File: src/rtl/endeavour_pkg.sv
// Shared constants, FSM encoding and CRC-8 step for the Endeavour command receiver.
// Frame length depends on ENDEAVOUR_CRC_EN (56 bits with CRC, 48 without).
package endeavour_pkg;

  localparam logic [7:0]  CmdWrite    = 8'hC3;
  localparam logic [7:0]  CrcPoly     = 8'h07;
  localparam int unsigned PayloadBits = 48;
`ifdef ENDEAVOUR_CRC_EN
  localparam int unsigned CrcBits     = 8;
`else
  localparam int unsigned CrcBits     = 0;
`endif
  localparam int unsigned FrameBits   = PayloadBits + CrcBits;

  typedef enum logic [1:0] {StIdle, StHigh, StLow, StDrain} rx_state_e;

  // One MSB-first serial step of CRC-8.
  function automatic logic [7:0] crc8_step(input logic [7:0] crc, input logic din);
    logic fb;
    fb = crc[7] ^ din;
    return {crc[6:0], 1'b0} ^ (fb ? CrcPoly : 8'h00);
  endfunction

endpackage

File: src/rtl/endeavour_bitrx.sv
// Line synchroniser, high-pulse length counter and dit/dah classifier.
// All event outputs are registered so they stay ordered with each other.
module endeavour_bitrx #(
  parameter int unsigned DIT_MIN = 6,
  parameter int unsigned DIT_MAX = 22,
  parameter int unsigned DAH_MIN = 29,
  parameter int unsigned DAH_MAX = 124
) (
  input  logic clk_i,
  input  logic rst_ni,
  input  logic cmd_i,
  output logic rise_o,
  output logic line_o,
  output logic bit_valid_o,
  output logic bit_val_o,
  output logic bit_err_o
);

  localparam logic [7:0] DitMin = 8'(DIT_MIN);
  localparam logic [7:0] DitMax = 8'(DIT_MAX);
  localparam logic [7:0] DahMin = 8'(DAH_MIN);
  localparam logic [7:0] DahMax = 8'(DAH_MAX);

  logic       s1_q, s2_q, s3_q;
  logic [7:0] cnt_q, cnt_d;
  logic       rise_q, valid_q, val_q, err_q;
  logic       fall, is_dit, is_dah, long_pulse;

  assign fall   = s3_q & ~s2_q;
  assign is_dit = (cnt_q >= DitMin) && (cnt_q <= DitMax);
  assign is_dah = (cnt_q >= DahMin) && (cnt_q <= DahMax);
  // Fires once as the counter saturates while the line is still high.
  assign long_pulse = s2_q && (cnt_q == 8'hFE);

  always_comb begin
    cnt_d = 8'd0;
    if (s2_q) cnt_d = (cnt_q == 8'hFF) ? cnt_q : cnt_q + 8'd1;
  end

  always_ff @(posedge clk_i or negedge rst_ni) begin
    if (!rst_ni) begin
      s1_q    <= 1'b0;
      s2_q    <= 1'b0;
      s3_q    <= 1'b0;
      cnt_q   <= 8'd0;
      rise_q  <= 1'b0;
      valid_q <= 1'b0;
      val_q   <= 1'b0;
      err_q   <= 1'b0;
    end else begin
      s1_q    <= cmd_i;
      s2_q    <= s1_q;
      s3_q    <= s2_q;
      cnt_q   <= cnt_d;
      rise_q  <= s2_q & ~s3_q;
      valid_q <= fall & (is_dit | is_dah);
      val_q   <= is_dah;
      err_q   <= (fall & ~(is_dit | is_dah)) | long_pulse;
    end
  end

  assign rise_o      = rise_q;
  assign line_o      = s3_q;
  assign bit_valid_o = valid_q;
  assign bit_val_o   = val_q;
  assign bit_err_o   = err_q;

endmodule

File: src/rtl/endeavour_cmd_rx.sv
// Endeavour serial command receiver: decodes WRITE frames into addrOut/dataOut + latchOut.
// Define ENDEAVOUR_CRC_EN to expect and check a trailing CRC-8 byte.
module endeavour_cmd_rx
  import endeavour_pkg::*;
#(
  parameter int unsigned DIT_MIN = 6,
  parameter int unsigned DIT_MAX = 22,
  parameter int unsigned DAH_MIN = 29,
  parameter int unsigned DAH_MAX = 124,
  parameter int unsigned EOF_CNT = 200
) (
  input  logic        bclk,
  input  logic        rstb,
  input  logic        cmd_in,
  output logic [7:0]  addrOut,
  output logic [31:0] dataOut,
  output logic        latchOut,
  output logic        errOut
);

  localparam logic [15:0] EofCnt   = 16'(EOF_CNT);
  localparam logic [6:0]  FrameLen = 7'(FrameBits);

  logic                 rise, line, bit_valid, bit_val, bit_err;
  rx_state_e            state_q, state_d;
  logic [FrameBits-1:0] shreg_q, shreg_d;
  logic [6:0]           bit_cnt_q, bit_cnt_d;
  logic                 ovf_q, ovf_d;
  logic [15:0]          low_cnt_q, low_cnt_d;
  logic                 eof, crc_bad, frame_bad, latch_d, err_d;
  logic [7:0]           addr_q;
  logic [31:0]          data_q;
  logic                 latch_q, err_q;
  logic [7:0]           frm_cmd, frm_addr;
  logic [31:0]          frm_data;

  endeavour_bitrx #(
    .DIT_MIN(DIT_MIN),
    .DIT_MAX(DIT_MAX),
    .DAH_MIN(DAH_MIN),
    .DAH_MAX(DAH_MAX)
  ) u_bitrx (
    .clk_i      (bclk),
    .rst_ni     (rstb),
    .cmd_i      (cmd_in),
    .rise_o     (rise),
    .line_o     (line),
    .bit_valid_o(bit_valid),
    .bit_val_o  (bit_val),
    .bit_err_o  (bit_err)
  );

  assign frm_cmd  = shreg_q[FrameBits-1 -: 8];
  assign frm_addr = shreg_q[FrameBits-9 -: 8];
  assign frm_data = shreg_q[FrameBits-17 -: 32];
  assign eof      = (low_cnt_q == EofCnt);

`ifdef ENDEAVOUR_CRC_EN
  localparam logic [6:0] PayloadLen = 7'(PayloadBits);
  logic [7:0] crc_q, crc_d;

  always_comb begin
    crc_d = crc_q;
    if (state_q == StIdle && rise) begin
      crc_d = 8'h00;
    end else if (state_q == StHigh && bit_valid && bit_cnt_q < PayloadLen) begin
      crc_d = crc8_step(crc_q, bit_val);
    end
  end

  always_ff @(posedge bclk or negedge rstb) begin
    if (!rstb) crc_q <= 8'h00;
    else       crc_q <= crc_d;
  end

  assign crc_bad = (crc_q != shreg_q[7:0]);
`else
  assign crc_bad = 1'b0;
`endif

  assign frame_bad = ovf_q | (bit_cnt_q != FrameLen) | crc_bad;

  // FSM: state register
  always_ff @(posedge bclk or negedge rstb) begin
    if (!rstb) state_q <= StIdle;
    else       state_q <= state_d;
  end

  // FSM: next state
  always_comb begin
    state_d = state_q;
    unique case (state_q)
      StIdle:  if (rise) state_d = StHigh;
      StHigh: begin
        if (bit_err)        state_d = StDrain;
        else if (bit_valid) state_d = StLow;
      end
      StLow: begin
        if (rise)     state_d = StHigh;
        else if (eof) state_d = StIdle;
      end
      StDrain: if (!rise && eof) state_d = StIdle;
      default: state_d = StIdle;
    endcase
  end

  // FSM: end-of-frame outputs
  always_comb begin
    latch_d = 1'b0;
    err_d   = 1'b0;
    unique case (state_q)
      StLow: begin
        if (!rise && eof) begin
          if (frame_bad)                err_d   = 1'b1;
          else if (frm_cmd == CmdWrite) latch_d = 1'b1;
        end
      end
      StDrain: if (!rise && eof) err_d = 1'b1;
      default: ;
    endcase
  end

  // Every pulse end restarts the low count, so LOW and DRAIN time out identically.
  always_comb begin
    low_cnt_d = 16'd0;
    if ((state_q == StLow || state_q == StDrain) && !line && !bit_valid && !bit_err) begin
      low_cnt_d = low_cnt_q + 16'd1;
    end
  end

  always_comb begin
    shreg_d   = shreg_q;
    bit_cnt_d = bit_cnt_q;
    ovf_d     = ovf_q;
    if (state_q == StIdle && rise) begin
      shreg_d   = '0;
      bit_cnt_d = 7'd0;
      ovf_d     = 1'b0;
    end else if (state_q == StHigh && bit_valid) begin
      if (bit_cnt_q < FrameLen) begin
        shreg_d   = {shreg_q[FrameBits-2:0], bit_val};
        bit_cnt_d = bit_cnt_q + 7'd1;
      end else begin
        ovf_d = 1'b1;
      end
    end
  end

  always_ff @(posedge bclk or negedge rstb) begin
    if (!rstb) begin
      shreg_q   <= '0;
      bit_cnt_q <= 7'd0;
      ovf_q     <= 1'b0;
      low_cnt_q <= 16'd0;
      addr_q    <= 8'h00;
      data_q    <= 32'h0;
      latch_q   <= 1'b0;
      err_q     <= 1'b0;
    end else begin
      shreg_q   <= shreg_d;
      bit_cnt_q <= bit_cnt_d;
      ovf_q     <= ovf_d;
      low_cnt_q <= low_cnt_d;
      latch_q   <= latch_d;
      err_q     <= err_d;
      if (latch_d) begin
        addr_q <= frm_addr;
        data_q <= frm_data;
      end
    end
  end

  assign addrOut  = addr_q;
  assign dataOut  = data_q;
  assign latchOut = latch_q;
  assign errOut   = err_q;

endmodule

File: config.mk
export PLATFORM = sky130hd
export DESIGN_NAME = endeavour_cmd_rx
export DESIGN_NICKNAME = d
export VERILOG_FILES = /design/src/rtl/endeavour_pkg.sv /design/src/rtl/endeavour_bitrx.sv /design/src/rtl/endeavour_cmd_rx.sv
export SDC_FILE = /design/constraint.sdc
export NUM_CORES = 1
export LEC_CHECK = 0
export ABC_CLOCK_PERIOD_IN_PS = 2800
export CORE_UTILIZATION = 30
export CTS_CLUSTER_DIAMETER = 120
export CTS_CLUSTER_SIZE = 12
export DETAILED_ROUTE_END_ITERATION = 8
export GPL_ROUTABILITY_DRIVEN = 0
export HOLD_SLACK_MARGIN = 0.08
export PLACE_DENSITY = 0.52
export SYNTH_ARGS = -nofsm -noshare
export SYNTH_HDL_FRONTEND = slang
export SYNTH_SLANG_ARGS = --single-unit
File: constraint.sdc
create_clock -name bclk -period 2.8 [get_ports bclk]
set_input_delay 0.56 -clock bclk [delete_from_list [all_inputs] [get_ports bclk]]
set_output_delay 0.56 -clock bclk [all_outputs]
set_load 0.01 [all_outputs]
# Word-level counts from Yosys, hierarchy flattened

Index checks and enable logic that the tools add are counted.

Bitwise gates (word level): 10
Eq/ne operators: 14
Multiply operators: 0
Shift operators: 0
Order comparisons: 5
Add/subtract/negate cells: 3
Reduce and logical (&&, ||, !) cells: 20
Multiplexer cells: 27
Div/mod/pow operators: 0

Operators with widths:

| operator                                                           | count |
|---|---|
| 2-to-1 mux 48 bit                                                  | 3 |
| == test 8 bit (second input constant)                              | 3 |
| 2-to-1 mux 7 bit                                                   | 3 |
| adder 16 x 1 -> 16 bit (second input constant)                     | 1 |
| == test 16 x 8 -> 1 bit (second input constant)                    | 1 |
| 2-to-1 mux 16 bit                                                  | 1 |
| 2-to-1 mux 8 bit                                                   | 2 |
| 2-to-1 mux 2 bit                                                   | 6 |
| 2-to-1 mux 1 bit                                                   | 10 |
| logical AND 1 bit                                                  | 9 |
| adder 8 x 1 -> 8 bit (second input constant)                       | 1 |
| greater-or-equal comparator 8 x 3 -> 1 bit (second input constant) | 1 |
| greater-or-equal comparator 8 x 5 -> 1 bit (second input constant) | 1 |
| less-or-equal comparator 8 x 5 -> 1 bit (second input constant)    | 1 |
| less-or-equal comparator 8 x 7 -> 1 bit (second input constant)    | 1 |
| one-hot mux 2 bit (4 select lines)                                 | 1 |
| adder 7 x 1 -> 7 bit (second input constant)                       | 1 |
| < comparator 7 x 6 -> 1 bit (second input constant)                | 1 |
| inequality test 7 x 6 -> 1 bit (second input constant)             | 1 |
| inequality test 2 bit (second input constant)                      | 3 |
| bitwise AND 1 bit                                                  | 4 |
| == test 2 bit (second input constant)                              | 2 |
| zero test 1 bit                                                    | 4 |
| AND reduction 2 bit                                                | 2 |
| other kinds (11)                                                   | 16 |

Memories: 0
Bits in registers: 131
Bits in writable memories: 0
Word-level logic and storage cells: 96
Input port bits: 3
Memory bits (read-only): 0
Latch bits: 0
Output and inout bits: 42

# Logic depth before layout (Yosys ltp)

Gate-level depths: netlist (run 1).

Depth in word-level cells: 6
Gate-level depth with buffers: 7
Depth with buffers taken out: 6

# Modules after synthesis

Synthesis (run 1) repeated with hierarchy kept, for this count alone.

Cell total of the unflattened synthesis: 509
Area, all modules: 5741.8 um^2

By module, submodules not included:

| module           | area an instance (um^2) | instances | cells an instance | sequential area each (um^2) |
|---|---|---|---|---|
| endeavour_cmd_rx | 4953.5                  | 1         | 438               | 2902.8 |
| endeavour_bitrx  | 788.3                   | 1         | 71                | 375.4 |

# Least setup slack after synthesis (run 1)

No wires, ideal clock.

Path type: register -> register
Start point: register low_cnt_q[0]
End point: register addr_q[0] (netlist: addrOut[0])
Setup time: 0.125 ns
Arrival: 2.267 ns
Buffers on the path: 1
Setup slack: 0.408 ns
Required time: 2.675 ns
Clock period less this slack: 2.392 ns
Stages on the path, launching flop included: 8
Cells stage by stage: dfrtp_1 inv_1 ha_1 or4b_4 nor4_4 nor3b_4 buf_12 mux2_4

Longest elaborated chain between the ends: 4

Ends and longest elaborated chain:

| element                 | RTL line                | source |
|---|---|---|
| start, declared         | endeavour_cmd_rx.sv:29  | `logic [15:0] low_cnt_q, low_cnt_d;` |
| start signal, assigned  | endeavour_cmd_rx.sv:163 | `low_cnt_q <= low_cnt_d;` |
| == test 16 x 8 -> 1 bit | endeavour_cmd_rx.sv:56  | `assign eof = (low_cnt_q == EofCnt);` |
| logical AND 1 bit       | endeavour_cmd_rx.sv:113 | `if (!rise && eof) begin` |
| 2-to-1 mux 1 bit        | endeavour_cmd_rx.sv:113 |  |
| 2-to-1 mux 1 bit        | endeavour_cmd_rx.sv:111 | `unique case (state_q)` |
| end signal, assigned    | endeavour_cmd_rx.sv:167 | `addr_q <= frm_addr;` |
| end, declared           | endeavour_cmd_rx.sv:31  | `logic [7:0] addr_q;` |

No other way between the ends.
A chain may end at the register's enable or synchronous reset.

# Worst setup path after layout (run 1)

Start point: register low_cnt_q[0]
End point: register data_q[15] (netlist: dataOut[15])

Longest elaborated chain between the ends: 4

Ends and longest elaborated chain:

| element                 | RTL line                | source |
|---|---|---|
| == test 16 x 8 -> 1 bit | endeavour_cmd_rx.sv:56  |  |
| logical AND 1 bit       | endeavour_cmd_rx.sv:113 |  |
| 2-to-1 mux 1 bit        | endeavour_cmd_rx.sv:113 |  |
| 2-to-1 mux 1 bit        | endeavour_cmd_rx.sv:111 |  |
| end signal, assigned    | endeavour_cmd_rx.sv:168 | `data_q <= frm_data;` |
| end, declared           | endeavour_cmd_rx.sv:32  | `logic [31:0] data_q;` |

No other way between the ends.

==> results of run 1 <==
stage by stage:
stage          hold slack [ns]   util  total power, mW  setup slack (ns)  instance area (µm²)
2_1_floorplan            0.264      -             2.07             0.408                 5740
3_3_place_gp             0.339  0.342             2.13             0.367                 6390
3_5_place_dp             0.343  0.342             2.14             0.332                 6390
4_1_cts                  0.155  0.373             4.33             0.319                 6970
5_1_grt                  0.182  0.373             4.44             0.161                 6970
6_report                 0.144  0.373             4.26             0.328                 6970
per-layer routing:
layer | track usage | vias to the layer above
met4 | 0.0573 | 0
li1 | - | 1817
met2 | 0.183 | 50
met1 | 0.160 | 1816
met3 | 0.0359 | 10
met5 | 0 | -
cells by family after synthesis:
family          Yosys count  share of synthesized area
compound gates           38                     0.0416
xor+xnor                 17                     0.0259
fa+ha+maj                 8                     0.0174
buf+inv                  41                     0.0382
flops                   131                      0.571
mux                      41                      0.106
simple gates            235                      0.199
placed cells by master, fill, tap and decap left out, types with 3 or more instances in the layout:
master and count:
sky130_fd_sc_hd__dfrtp_1 131, sky130_fd_sc_hd__nand2_1 109, sky130_fd_sc_hd__nand3_1 51, sky130_fd_sc_hd__clkdlybuf4s50_1 43, sky130_fd_sc_hd__mux2_4 40, sky130_fd_sc_hd__nor2_1 30
sky130_fd_sc_hd__clkbuf_16 17, sky130_fd_sc_hd__xor2_1 15, sky130_fd_sc_hd__a21oi_1 14, sky130_fd_sc_hd__inv_1 11, sky130_fd_sc_hd__buf_4 9, sky130_fd_sc_hd__ha_1 8
sky130_fd_sc_hd__nand4_1 7, sky130_fd_sc_hd__and2_1 5, sky130_fd_sc_hd__and3_1 5, sky130_fd_sc_hd__o21ai_1 5, sky130_fd_sc_hd__clkbuf_8 5, sky130_fd_sc_hd__nor4_1 4
sky130_fd_sc_hd__o21ai_0 3, sky130_fd_sc_hd__clkinv_2 3
worst paths after layout:
check / cells past startpoint / to / slack, ns / start
max: 7 / dataOut[15] / 0.33 / low_cnt_q[0]
min in group bclk: 0 / u_bitrx.s2_q / 0.35 / u_bitrx.s1_q
min: 1 / dataOut[26] / 0.14 / rstb
max reg2reg: 7 / dataOut[15] / 0.33 / low_cnt_q[0]
min reg2reg: 0 / u_bitrx.s2_q / 0.35 / u_bitrx.s1_q
max in group asynchronous: 2 / low_cnt_q[9] / 1.90 / rstb
cell type report:
type                       instances  area [µm²]  share of cell area
clock inverter                     5        75.1              0.0108
multi-input combinational        339        2240               0.322
inverter                          11        41.3             0.00592
clock buffer                      24         502              0.0720
sequential                       131        3280               0.470
tap                              234         293              0.0420
timing repair buffer              54         538              0.0772
report_power, final:
part | switching (mW) | total (mW) | internal, mW
clock network | 0.746 | 2.15 | 1.41
logic | 0.0992 | 0.157 | 0.0575
registers | 0.0269 | 1.95 | 1.92
total | 0.872 | 4.26 | 3.38
state kept, by name (all words and copies together), names as in the netlist, 2 cells and up:
name           flops
shreg_q           48
dataOut           32
state_q            2
addrOut            8
bit_cnt_q          7
low_cnt_q         16
u_bitrx.cnt_q      8
==> flow_summary.ini, run 1 <==
[logic_synthesis]
synth_ff_type = sky130_fd_sc_hd__dfrtp_1
part_of_the_yosys_area_used_for_sequential_elements = 0.571
synth.top_cell.area_share = 0.571
post_synth_instance_area_um2 = 5740
post_synth_most_frequent_cells = sky130_fd_sc_hd__dfrtp_1 (131), sky130_fd_sc_hd__nand2_1 (109), sky130_fd_sc_hd__nand3_1 (51), sky130_fd_sc_hd__mux2_4 (40), sky130_fd_sc_hd__nor2_1 (30)
post_synth_main_area_contributors = sky130_fd_sc_hd__dfrtp_1 (57%), sky130_fd_sc_hd__mux2_4 (10%), sky130_fd_sc_hd__nand2_1 (7.1%), sky130_fd_sc_hd__nand3_1 (4.4%), sky130_fd_sc_hd__xor2_1 (2.3%)
post-synth-top-area-cell = sky130_fd_sc_hd__dfrtp_1
synth_area_per_cell_um2 = 11.2
synth_enable_flop_cells = 0
ys_async_sr_fraction = 1.00
yosys.cell_types.count = 50
netlist_instances = 511
synth.yosys.warnings = 0
mappedNetlistNets = 522
synth.ff_latch_count = 131
synth.most_common_cell = sky130_fd_sc_hd__dfrtp_1

[floorplan]
pin_count = 45
die_w_um = 140
initial_core_util = 0.307
fp.dieArea_um2 = 19700
rows = 50
die_h_um = 140
coreArea_um2 = 18700

[setup_path]
critical_path.top_delay_family = simple AND/OR/NAND/NOR gates
critPathLaunchType = flop
cp_num_buf_inv = 2
critical_path.max_fanout = 40
criticalPathCategory = reg -> reg
endpoint_kind = flop
critical_path_arrival_ns = 2.76
path_cells = inv_1 -> ha_1 -> or4b_4 -> nor4_4 -> nor3b_4 -> buf_12 -> mux2_4
crit_path_top_delay_cell = sky130_fd_sc_hd__or4b_4
worst-endpoint-required_ns = 3.09
worst_path_largest_cell_delay_ns = 0.48

[run_status]
outcome = complete, no violations

[clocking]
post_cts_buffers = 0
clockRootBuffer = sky130_fd_sc_hd__clkbuf_16
clkLatencyLatePin_ns = 0.41
cts_repair_resize_count = 0
cts_bufs_inserted = 17
cts_tree = yes
ctsHtreeMaxLevel = 4
cts.clk_slew.worst_paths_ns = 0.05
clock_sinks = 131
cts_hold_buf = 0
cts-root-to-sink-buffers = 2

[timing]
worst-slew-pin-transition_ns = 0.587
timing.final.crit_period_ns = 2.47
fin_worst_skew_ns = 0.00767
fmax_mhz = 404
fin_setup_tns_ns = 0
setup_repair_after_global_routing_missed_its_margin = no
drv_slew = 0
timing.final.crit_share = 0.883
setup-violations-final = 0
relSlewSlack = 0.609
hold_viol_final = 0

[pwr]
ir_drop_uv = 327
power_density_nw_per_um2 = 611
p_leak_nw = 3.29

[detailed_routing]
routedWlPerCell_um = 13.5
finalWirelength_mm = 10.8
m1WireLength_mm = 5.41
dr.pass1.iters = 4
drt_first_iter_violations = 155
topRoutingLayerUsed = met4
detail_route.vias_per_cell = 4.63
postRouteAntennaNets = 0
remaining_drcs = 0
met2RoutedLength_mm = 4.83
met3WireLength_um = 391
via_count = 3693

[final_layout]
num_antenna_cells = 0
fillCellCount = 1818
layout-area-overhead-vs-synth_pct = 21.5
instances_no_fill = 798
nets = 565
layout-drive-gt1-share = 0.154

[placed_design]
detailed_place_hpwl_mm = 7.02
portBuffers = 44
cells_after_dpl = 769

[global_route]
wire_length_of_the_first_global_routing_pass_mm = 18.7
antenna_found_initial = 0
via_count_of_the_first_global_routing_pass = 3691
grt_overflow = 0
global_route.usage.total = 0.121
grt_start_max_net_pins = 47

[min_path]
hold_class = in -> async

[job]
timing.max_cap.violations = 0
No activity file was read; power rests on OpenSTA's default activity.
==> run 2: changes to the inputs <==
--- a/config.mk
+++ b/config.mk
@@ -5,13 +5,13 @@
 export SDC_FILE = /design/constraint.sdc
 export NUM_CORES = 1
 export LEC_CHECK = 0
+export ABC_AREA = 1
 export ABC_CLOCK_PERIOD_IN_PS = 2800
 export CORE_UTILIZATION = 30
 export CTS_CLUSTER_DIAMETER = 120
 export CTS_CLUSTER_SIZE = 12
 export DETAILED_ROUTE_END_ITERATION = 8
 export GPL_ROUTABILITY_DRIVEN = 0
-export HOLD_SLACK_MARGIN = 0.08
 export PLACE_DENSITY = 0.52
 export SYNTH_ARGS = -nofsm -noshare
 export SYNTH_HDL_FRONTEND = slang
==> run 2 against run 1 <==
Net effect: combinational power up 54%; hold slack worse by 0.027 ns; largest power group unchanged; via count up 18%; final cell count up 18%; design area down 0.22%; sequential share of layout area up 0.10 points; largest cell class unchanged.
==> flow_summary.ini, run 2 <==
[pwr]
share_clk_of_total_power = 0.511
power_density_nw_per_um2 = 646
power.internal_mw = 3.46
power.share.combinational = 0.054
p_total_mw = 4.49
sw_frac_of_total = 0.231
power_frac_seq = 0.435
p_leak_nw = 3.37
p_switching_mw = 1.04
ir_drop_uv = 403

[global_route]
global_route.usage.total = 0.131
via_count_of_the_first_global_routing_pass = 4400
grt_start_max_net_pins = 67
wire_length_of_the_first_global_routing_pass_mm = 20.5
grt_overflow = 0
antenna_found_initial = 0

[logic_synthesis]
post_synth_instance_area_um2 = 5710
synth_ff_type = sky130_fd_sc_hd__dfrtp_1
netlist_instances = 650
yosys.cell_types.count = 27
post-synth-top-area-cell = sky130_fd_sc_hd__dfrtp_1
synth.most_common_cell = sky130_fd_sc_hd__nand2_1
synth.top_cell.area_share = 0.574
post_synth_most_frequent_cells = sky130_fd_sc_hd__nand2_1 (168), sky130_fd_sc_hd__dfrtp_1 (131), sky130_fd_sc_hd__inv_1 (82), sky130_fd_sc_hd__nand3_1 (68), sky130_fd_sc_hd__nor2_1 (59)
post_synth_main_area_contributors = sky130_fd_sc_hd__dfrtp_1 (57%), sky130_fd_sc_hd__nand2_1 (11%), sky130_fd_sc_hd__nand3_1 (6.0%), sky130_fd_sc_hd__inv_1 (5.4%), sky130_fd_sc_hd__o22ai_1 (4.2%)
synth_area_per_cell_um2 = 8.79
mappedNetlistNets = 661
synth_enable_flop_cells = 0
synth.yosys.warnings = 0
ys_async_sr_fraction = 1.00
part_of_the_yosys_area_used_for_sequential_elements = 0.574
synth.ff_latch_count = 131

[floorplan]
die_h_um = 140
die_w_um = 140
fp.dieArea_um2 = 19600
coreArea_um2 = 18700
rows = 50
initial_core_util = 0.305
pin_count = 45

[clocking]
clock_sinks = 131
clkLatencyLatePin_ns = 0.42
cts_bufs_inserted = 17
cts-root-to-sink-buffers = 2
cts_hold_buf = 0
cts_repair_resize_count = 0
clockRootBuffer = sky130_fd_sc_hd__clkbuf_16
cts_tree = yes
ctsHtreeMaxLevel = 4
post_cts_buffers = 0
cts.clk_slew.worst_paths_ns = 0.06

[final_layout]
multiInputGateArea_um2 = 1940
layout_common_cells = sky130_fd_sc_hd__nand2_1 (168), sky130_fd_sc_hd__dfrtp_1 (131), sky130_fd_sc_hd__inv_1 (82), sky130_fd_sc_hd__nand3_1 (68), sky130_fd_sc_hd__nor2_1 (59)
stdcell_area_um2 = 6950
area.sequential_um2 = 3280
num_antenna_cells = 0
layout-drive-gt1-share = 0.0748
nets = 707
layout-area-overhead-vs-synth_pct = 21.7
largest_reg_flops = 48
top_register = shreg_q
layout_commonest_cell = sky130_fd_sc_hd__nand2_1
fillCellCount = 1890
final_util = 0.372

[detailed_routing]
drt_first_iter_violations = 188
via_count = 4369
dr.pass1.iters = 5
detail_route.vias_per_cell = 4.63
finalWirelength_mm = 11.7
postRouteAntennaNets = 0
routedWlPerCell_um = 12.4
remaining_drcs = 0

[setup_path]
critical_path.reg2reg.startpoint = bit_cnt_q[0]
critical_path.max_fanout = 41
critical_path_arrival_ns = 2.45
worst-endpoint-required_ns = 3.10
startpoint = bit_cnt_q[0]
r2r_slack_ns = 0.66
critical_path.endpoint = dataOut[12]
critPathLaunchType = flop
criticalPathCategory = reg -> reg
rr_worst_depth = 9
timing.rr.end = dataOut[12]
endpoint_kind = flop

[timing]
worst-slew-pin-transition_ns = 0.503
drv_slew = 0
timing.final.crit_share = 0.765
fmax_mhz = 467
fin_worst_skew_ns = 0.00643
setup-violations-final = 0
fin_worst_hold_slack_ns = 0.117
relSlewSlack = 0.665
timing.final.crit_period_ns = 2.14
fin_setup_tns_ns = 0
setup_repair_after_global_routing_missed_its_margin = no
hold_viol_final = 0

[min_path]
hold_class = in -> async

[run_status]
outcome = complete, no violations

[job]
timing.max_cap.violations = 0

[placed_design]
detailed_place_hpwl_mm = 7.73
placed_cell_area_um2 = 6330
portBuffers = 44
-- run 2: cell count changes after synthesis, moves of 19 or more --
| cell | previous run | this run |
|---|---|---|
| sky130_fd_sc_hd__nor2_1 | 30 | 59 |
| sky130_fd_sc_hd__inv_1 | 11 | 82 |
| sky130_fd_sc_hd__nand2_1 | 109 | 168 |
| sky130_fd_sc_hd__o22ai_1 | 0 | 38 |
| sky130_fd_sc_hd__o21ai_0 | 3 | 22 |
| sky130_fd_sc_hd__mux2_4 | 40 | 0 |
-- run 2: layout make-up --
type / count / area share
clock buffers: 20 / 0.0671
clock inverters: 12 / 0.0221
inverters: 88 / 0.0475
multi-input cells: 408 / 0.279
flip-flops and latches: 131 / 0.471
well taps: 234 / 0.0421
repair buffers: 50 / 0.0712
-- run 2: worst min path at each step --
| stage | startpoint | end | slack, ns | depth (start not counted) |
|---|---|---|---|---|
| finish | rstb | dataOut[18] | 0.12 | 1 |
| global route | rstb | dataOut[18] | 0.14 | 1 |
| CTS | rstb | dataOut[18] | 0.11 | 1 |
| detailed placement | u_bitrx.s1_q | u_bitrx.s2_q | 0.34 | 0 |
| global placement | u_bitrx.s1_q | u_bitrx.s2_q | 0.33 | 0 |
| floorplan | rstb | addrOut[0] | 0.26 | 0 |
-- run 2: routing by layer --
metal / vias to the layer above / routed length (µm) / part of all wire / GRT usage
met2: 64 / 5650 / 0.48 / 0.221
met3: 17 / 346 / 0.030 / 0.0328
met4: 0 / 204 / 0.017 / 0.0625
met1: 2102 / 5500 / 0.47 / 0.157
li1: 2186 / - / - / -
met5: - / 0 / 0 / 0
-- run 2: critical path, cell delays in order (launching register included) --
cell and delay (ns):
sky130_fd_sc_hd__dfrtp_1 0.43, sky130_fd_sc_hd__inv_1 0.12, sky130_fd_sc_hd__ha_1 0.16, sky130_fd_sc_hd__nand2_1 0.06
sky130_fd_sc_hd__nor2_1 0.08, sky130_fd_sc_hd__nand2_1 0.11, sky130_fd_sc_hd__nor2_4 0.43, sky130_fd_sc_hd__nand2_4 0.37
sky130_fd_sc_hd__nand2_1 0.17, sky130_fd_sc_hd__nand2_1 0.07
-- run 2: through the flow --
step,setup slack (ns),std cells
final,0.658,943
after detailed placement,0.628,911
after global routing,0.459,943
after global placement,0.690,911
after CTS,0.614,943
after floorplan,1.36,650
-- run 2: kinds of logic (layout without fill, tap and decap cells) --
logic type	after synthesis	after routing	share of synthesized area
simple gates	315	315	0.234
flops	131	131	0.574
buf+inv	111	170	0.0872
compound gates	83	83	0.0845
fa+ha+maj	8	8	0.0175
xor+xnor	2	2	0.00307
-- run 2: power by group through the flow --
stage | clock network, mW | logic [mW] | registers (mW)
2_1_floorplan | 0 | 0.165 | 1.98
3_3_place_gp | 0 | 0.238 | 1.99
3_5_place_dp | 0 | 0.246 | 1.99
4_1_cts | 2.36 | 0.247 | 1.95
5_1_grt | 2.45 | 0.280 | 1.96
6_report | 2.30 | 0.242 | 1.95
